File: src/rtl/sram_arb_pkg.sv
// Shared widths and types for the scratchpad SRAM arbiter.
// One request record describes everything a port drives towards the SRAM.
package sram_arb_pkg;

    localparam int SRAM_AW  = 13;
    localparam int SRAM_DW  = 32;
    localparam int SRAM_BEW = 4;
    localparam int WAIT_W   = 4;

    typedef struct packed {
        logic                we;
        logic [SRAM_BEW-1:0] be;
        logic [SRAM_AW-1:0]  addr;
        logic [SRAM_DW-1:0]  wdata;
    } sram_req_t;

    typedef enum logic {
        PORT_CPU = 1'b0,
        PORT_DMA = 1'b1
    } arb_port_e;

    localparam sram_req_t SRAM_REQ_IDLE = '0;

endpackage

File: src/rtl/sram_arb_starve_cnt.sv
// Counts consecutive lost DMA arbitrations and flags when DMA must win once.
// The count is frozen while the SRAM is unavailable so blocking never ages a request.
module sram_arb_starve_cnt
    import sram_arb_pkg::*;
#(
    parameter int STARVE_LIMIT = 4
) (
    input  logic clk,
    input  logic rst_n,
    input  logic avail,
    input  logic dma_req,
    input  logic dma_gnt,
    output logic force_dma
);

    localparam logic [WAIT_W-1:0] LIMIT = WAIT_W'(STARVE_LIMIT);

    logic [WAIT_W-1:0] wait_cnt;
    logic [WAIT_W-1:0] wait_nxt;

    always_comb begin
        wait_nxt = wait_cnt;
        if (avail) begin
            if (dma_gnt || !dma_req) begin
                wait_nxt = '0;
            end else if (wait_cnt < LIMIT) begin
                wait_nxt = wait_cnt + WAIT_W'(1);
            end
        end
    end

    always_ff @(posedge clk or negedge rst_n) begin
        if (!rst_n) begin
            wait_cnt <= '0;
        end else begin
            wait_cnt <= wait_nxt;
        end
    end

    assign force_dma = (wait_cnt == LIMIT) && dma_req;

endmodule

File: src/rtl/sram_arbiter.sv
// Shares the scratchpad SRAM controller between the CPU LSU and the DMA engine:
// fixed CPU priority, bounded DMA starvation, and a one-cycle read return path.
module sram_arbiter
    import sram_arb_pkg::*;
#(
    parameter int STARVE_LIMIT = 4
) (
    input  logic                clk,
    input  logic                rst_n,

    input  logic                cpu_req,
    input  logic                cpu_we,
    input  logic [SRAM_BEW-1:0] cpu_be,
    input  logic [SRAM_AW-1:0]  cpu_addr,
    input  logic [SRAM_DW-1:0]  cpu_wdata,
    output logic                cpu_gnt,
    output logic                cpu_rvalid,
    output logic [SRAM_DW-1:0]  cpu_rdata,

    input  logic                dma_req,
    input  logic                dma_we,
    input  logic [SRAM_BEW-1:0] dma_be,
    input  logic [SRAM_AW-1:0]  dma_addr,
    input  logic [SRAM_DW-1:0]  dma_wdata,
    output logic                dma_gnt,
    output logic                dma_rvalid,
    output logic [SRAM_DW-1:0]  dma_rdata,

    output logic                sram_req,
    output logic                sram_we,
    output logic [SRAM_BEW-1:0] sram_be,
    output logic [SRAM_AW-1:0]  sram_addr,
    output logic [SRAM_DW-1:0]  sram_wdata,
    input  logic [SRAM_DW-1:0]  sram_rdata,

    input  logic                mbist_en,
    input  logic                ret_en,
    input  logic                pd_en,
    output logic                starve_evt
);

    logic      avail_q;
    logic      force_dma;
    logic      grant_any;
    arb_port_e winner;
    sram_req_t cpu_bus;
    sram_req_t dma_bus;
    sram_req_t sel_bus;
    logic [1:0] rd_owner_q;
    logic       starve_evt_q;

    // Mode controls act one cycle late, so a grant in the cycle a block arrives still completes.
    // NOTE: sequential state uses non-blocking assignments so every flop samples pre-edge values.
    always_ff @(posedge clk or negedge rst_n) begin
        if (!rst_n) begin
            avail_q <= 1'b0;
        end else begin
            avail_q <= pd_en & ~ret_en & ~mbist_en;
        end
    end

    sram_arb_starve_cnt #(
        .STARVE_LIMIT (STARVE_LIMIT)
    ) u_starve_cnt (
        .clk       (clk),
        .rst_n     (rst_n),
        .avail     (avail_q),
        .dma_req   (dma_req),
        .dma_gnt   (dma_gnt),
        .force_dma (force_dma)
    );

    assign cpu_bus = '{we: cpu_we, be: cpu_be, addr: cpu_addr, wdata: cpu_wdata};
    assign dma_bus = '{we: dma_we, be: dma_be, addr: dma_addr, wdata: dma_wdata};

    // NOTE: every always_comb output gets a default first so no path can infer a latch.
    always_comb begin
        grant_any = 1'b0;
        winner    = PORT_CPU;
        if (avail_q) begin
            if (force_dma) begin
                grant_any = 1'b1;
                winner    = PORT_DMA;
            end else if (cpu_req) begin
                grant_any = 1'b1;
                winner    = PORT_CPU;
            end else if (dma_req) begin
                grant_any = 1'b1;
                winner    = PORT_DMA;
            end
        end
    end

    assign cpu_gnt = grant_any && (winner == PORT_CPU);
    assign dma_gnt = grant_any && (winner == PORT_DMA);

    // Idle cycles drive an all-zero command so the controller never sees stale fields.
    always_comb begin
        sel_bus = SRAM_REQ_IDLE;
        if (grant_any) begin
            sel_bus = (winner == PORT_DMA) ? dma_bus : cpu_bus;
        end
    end

    assign sram_req   = grant_any;
    assign sram_we    = sel_bus.we;
    assign sram_be    = sel_bus.be;
    assign sram_addr  = sel_bus.addr;
    assign sram_wdata = sel_bus.wdata;

    // The controller returns read data one cycle after the grant; remember who asked.
    always_ff @(posedge clk or negedge rst_n) begin
        if (!rst_n) begin
            rd_owner_q   <= '0;
            starve_evt_q <= 1'b0;
        end else begin
            rd_owner_q   <= {dma_gnt & ~dma_we, cpu_gnt & ~cpu_we};
            starve_evt_q <= force_dma & avail_q;
        end
    end

    assign cpu_rvalid = rd_owner_q[PORT_CPU];
    assign dma_rvalid = rd_owner_q[PORT_DMA];
    assign cpu_rdata  = cpu_rvalid ? sram_rdata : '0;
    assign dma_rdata  = dma_rvalid ? sram_rdata : '0;
    assign starve_evt = starve_evt_q;

endmodule

File: config.mk
export PLATFORM = sky130hd
export DESIGN_NAME = sram_arbiter
export DESIGN_NICKNAME = d
export VERILOG_FILES = /design/src/rtl/sram_arb_pkg.sv /design/src/rtl/sram_arb_starve_cnt.sv /design/src/rtl/sram_arbiter.sv
export SDC_FILE = /design/constraint.sdc
export NUM_CORES = 1
export LEC_CHECK = 0
export ABC_AREA = 1
export CAP_MARGIN = 20
export CORE_AREA = 4 4 98 100
export DETAILED_ROUTE_END_ITERATION = 6
export DIE_AREA = 0 0 102 104
export HOLD_SLACK_MARGIN = 0.12
export PLACE_DENSITY_LB_ADDON = 0.2
export SYNTH_ARGS = -nofsm -noshare
export SYNTH_HDL_FRONTEND = slang
export SYNTH_HIERARCHICAL = 1
export SYNTH_SLANG_ARGS = --single-unit
File: constraint.sdc
create_clock -name clk -period 2.25 [get_ports clk]
set_clock_uncertainty 0.1 [all_clocks]
set_input_delay 0.45 -clock clk [delete_from_list [all_inputs] [get_ports clk]]
set_output_delay 0.45 -clock clk [all_outputs]
set_load 0.005 [all_outputs]
# Word level (Yosys, flattened, before mapping)
# Cells that the tools add are included.
# word_totals
register_bits,8
latch_bits,0
mem_bits_rw,0
romBits,0
inputBits,139
out_inout_bits,120
elab_cells,37
mem_count,0
# op_classes
n_addsub,1
mul,0
div_mod_pow,0
magnitude_cmp,1
n_eq_ne,1
shifts,0
muxes,13
bitwise,10
reduce_logical,7
# op_table
cell,n
2-to-1 mux 50 bit,2
2-to-1 mux 32 bit,2
2-to-1 mux 4 bit,2
2-to-1 mux 1 bit,7
AND 1 bit,5
inverter 1 bit,5
"adder 4 x 1 -> 4 bit, second input constant",1
"equality test 4 x 3 -> 1 bit, second input constant",1
"< comparator 4 x 3 -> 1 bit, second input constant",1
logical AND 1 bit,3
AND reduction 2 bit,1
nonzero test 2 bit,1
logical NOT 1 bit,1
logical OR 1 bit,1

# Logic depth before layout (Yosys ltp)
# Gate-level depths: netlist of run 1.
# logic_depth
ltp_word,8
mapped_depth,12
mapped_depth_nobuf,11

# By module
# Netlist of run 1, hierarchy kept.
# by_module_without_submodules
mod,instances,cells_each,area_per_inst_um2,seq_area_each_um2
sram_arbiter,1,311,1331.3,100.1
sram_arb_starve_cnt,1,30,241.5,100.1

# Worst setup path after synthesis of run 1
# No wires, ideal clock.
# synth_path
path_type,register to output
from,register u_starve_cnt.wait_cnt[0]
to,output port sram_addr[0]
t_arrival_ps,1418
required_ps,1700
path_slack_ps,282
path_stages_with_launch,10
n_path_buf,1
path_cell_list,dfrtp_1 -> inv_1 -> ha_1 -> nand3_1 -> nor2_1 -> nand2_2 -> nand2_4 -> clkbuf_8 -> nand2_1 -> nand2_1
# synth_via
elab_chain_len,6
word_cells_on_any_way,8
classes_between,1 x eq/ne; 6 x mux; 1 x reduce/logical
# synth_rtl
item,line_no,rtl
"start, declared",sram_arb_starve_cnt.sv:18,logic [WAIT_W-1:0] wait_cnt;
"start signal, assigned",sram_arb_starve_cnt.sv:36,wait_cnt <= wait_nxt;
equality test 4 x 3 -> 1 bit *,sram_arb_starve_cnt.sv:40,assign force_dma = (wait_cnt == LIMIT) && dma_req;
logical AND 1 bit *,sram_arb_starve_cnt.sv:40,
via force_dma,sram_arbiter.sv:43,logic force_dma;
2-to-1 mux 1 bit,sram_arbiter.sv:81,if (force_dma) begin
2-to-1 mux 1 bit,sram_arbiter.sv:80,if (avail_q) begin
2-to-1 mux 50 bit,sram_arbiter.sv:101,sel_bus = (winner == PORT_DMA) ? dma_bus : cpu_bus;
2-to-1 mux 50 bit *,sram_arbiter.sv:100,if (grant_any) begin
"end, declared",sram_arbiter.sv:32,"output logic [SRAM_AW-1:0] sram_addr,"
# Mark *: on every way through the listed nets, which the timed path passes. The rest lies on a longest branch.

# Worst setup path in the final report of run 1
# layout_path
from,register u_starve_cnt.wait_cnt[1]
to,output port sram_wdata[16]
# layout_via
elab_chain_len,6
word_cells_on_any_way,8
classes_between,1 x eq/ne; 6 x mux; 1 x reduce/logical
# layout_rtl
item,line_no,rtl
equality test 4 x 3 -> 1 bit *,sram_arb_starve_cnt.sv:40,
logical AND 1 bit *,sram_arb_starve_cnt.sv:40,
via force_dma,sram_arbiter.sv:43,
2-to-1 mux 1 bit,sram_arbiter.sv:81,
2-to-1 mux 1 bit,sram_arbiter.sv:80,
2-to-1 mux 50 bit,sram_arbiter.sv:101,
2-to-1 mux 50 bit *,sram_arbiter.sv:100,
"end, declared",sram_arbiter.sv:33,"output logic [SRAM_DW-1:0] sram_wdata,"
# Marked as above.

==> results.cfg, run 1 <==
[run_status]
status = finished, violations left
violations = negative setup slack

[grt]
grt_max_degree = 34
antenna_found_initial = 0
grt.overflow.total = 0
grt_pass1_vias = 3183
grt_pass1_wl_mm = 15.7
grt_usage_pct = 18.5

[synthesis]
synth.area.top_cells = nand2_1, inv_1, dfrtp_1, buf_6, nand3_1
synth_fp_nets = 482
yosysSeqAreaShare_pct = 12.7
netlist.area_leader.share_pct = 52.0
syn_inst = 341
synth_warnings = 6
synth_seq_cells = 8
postSynthAreaPerCell_sq_um = 4.61
synth_largest_area_cell = nand2_1
netlist-cell-type-count = 20
synth_area_sq_um = 1570

[sta]
rsz0062_at_grt = yes
layout_min_cycle_time_ns = 2.42
final_hold_viol_count = 0
setup_viol = 49
drv_slew = 0
max_slew_margin_pct = 74.8
post-route-period-util_pct = 108
layout_setup_ws_ns = -0.174
worstMarginPinSlew_ns = 0.377
timing.hold.ws_ns = 0.409
fmax_ghz = 0.412

[placed_design]
gp_congestion = 0.905
dpl.hpwl_mm = 8.26
port_buffers = 258
place_area_sq_um = 4380

[die]
core_sq_um = 8680
die_height_um = 104
ios = 259
start_util_pct = 18.1
die-area_sq_um = 10600
fp.dieW_um = 102
rows = 34

[detailed_routing]
wl_per_cell_um = 14.4
drt_iter0_drc = 59
drc = 0
final_antenna_net_count = 0
via_per_inst = 4.21
drt_pass1_iterations = 3
wirelength_mm = 10.6
num_vias = 3112

[worst_setup_path]
reg2reg_from = u_starve_cnt/wait_cnt[1]$_DFFE_PN0P_
path_class = flop to output pin
worst_ep_required_time_ns = 1.70
crit_start = u_starve_cnt/wait_cnt[1]$_DFFE_PN0P_
startpoint_type = flop
cp_max_fo = 4
rrSetupSlack_ns = 0.48
cp_data_arrival_time_ns = 1.87
cp-end-kind = output pin

[clock_network]
ctsHtreeMaxLevel = 1
cts_sinks = 8
clock_tree.buffer_depth = 2
cts_hold_buf = 0
clk_latency_ns = 0.23
path_clk_slew_ns = 0.04
cts_tree = done
cts_made_buffers = 3
root_buffer = clkbuf_8

[pwr]
power_mw = 0.932
ir_drop_uv = 121
power_leakage_nw = 2.94
p_per_area_nw_per_um2 = 187

[final_layout]
fillers = 830
diodes = 0
drive_gt1_share_pct = 30.3
multiInputGateArea_sq_um = 1330
fin_nets = 774
ff_latch_area_sq_um = 200
area_growth_pct = 217
fin_area_sq_um = 4980

[job]
cap_violations = 0

[min_path]
hold_class = primary input to asynchronous set/reset pin
## metal layers
metal	share of wire, %	up-vias	wire length [um]	GRT usage (%)
met4	4.0	0	421	7.31
met5	0	-	0	0
met2	54	180	5710	37.3
li1	-	1539	-	-
met1	30	1365	3140	15.4
met3	13	28	1350	6.77
## registers in the layout, summed over array words and instances, names as in the netlist
register               count
u_starve_cnt/wait_cnt      4
starve_evt                 1
avail_q                    1
rd_owner_q                 2
## worst max-delay path, cell delays in order (launching register included)
cell and delay [ns]:
dfrtp_1 0.38, inv_1 0.06, ha_2 0.17, nand3_2 0.09
nor2_4 0.14, nand2_4 0.07, nand2_4 0.11, buf_12 0.10
buf_8 0.10, buf_8 0.11, buf_12 0.11, nand2_2 0.05
nand2_1 0.04, buf_2 0.11
## cell usage after synthesis, drive strengths merged
cell type / number
nand4: 1
ha: 2
clkbuf: 7
buf: 9
nand3: 7
nor2: 7
inv: 74
nand2: 221
a21oi: 3
nor3b: 1
nor3: 1
dfrtp: 8
## path summary, 6_finish.rpt
path | to | cells after the start
max | sram_wdata[16] | 13
min | u_starve_cnt/wait_cnt[1]$_DFFE_PN0P_ | 1
max reg2reg | u_starve_cnt/wait_cnt[3]$_DFFE_PN0P_ | 13
min reg2reg | u_starve_cnt/wait_cnt[3]$_DFFE_PN0P_ | 2
max in group asynchronous | rd_owner_q[1]$_DFF_PN0_ | 1
min in group clk | u_starve_cnt/wait_cnt[3]$_DFFE_PN0P_ | 2
## stage by stage
stage                     std cells  util (%)  worst slack, ns  TNS (ns)
after floorplan                 341         -            0.282         0
after global placement          711      50.5           -0.523    -24.96
after detailed placement        711      50.5           -0.534    -25.61
after CTS                       740      55.6           -0.213     -6.37
after global routing            739      57.4           -0.256     -9.00
final                           739      57.4           -0.174     -4.85
## cell families after synthesis
logic type,share of synthesized area (%)
buffers and inverters,24.6
AOI/OAI and AO/OA,1.19
and+or+nand+nor,59.9
DFF,12.7
adders and majority gates,1.59
## layout by cell type (no fill, tap or decap), types with 2 or more instances in the layout
cell             count
nand2_2             54
nand3_1              3
buf_4               17
buf_16               5
inv_1               73
clkbuf_8             3
nor2_1               3
nand3_2              4
dlygate4sd2_1        2
nand2_4             24
buf_2               40
buf_12              10
nand2_1            143
clkdlybuf4s50_1    203
clkbuf_2             3
nor2_4               3
buf_8                3
buf_6               20
dfrtp_1              8
## layout make-up
class,instances,area share [%]
sequential,8,4.02
timing repair buffer,303,60.2
multi-input combinational,243,26.6
clock buffer,3,0.829
tap,108,2.71
inverter,74,5.58
## what timing repair did
item / 4_1_cts / 5_1_grt
endpoints found under the setup margin: 53 / 53
endpoints found under the hold margin: 0 / 0
pin swaps: 20 / 22
resized for setup: 276 / 81
setup buffers: 17 / 3
cloned: 9 / 0
## power by group
group          total, mW  leakage [nW]  switching (mW)  internal, mW
clock              0.170        0.0216          0.0545         0.116
combinational      0.587          2.81           0.210         0.377
sequential         0.175         0.108          0.0120         0.163
total              0.932          2.94           0.276         0.656
No activity file was read; power rests on OpenSTA's default activity.
==> run 2: changes to the inputs <==
- HOLD_SLACK_MARGIN: 0.12 -> 0.15
==> results of run 2 <==
Same layout as run 1: the final DEF is identical, and so are final timing and power.
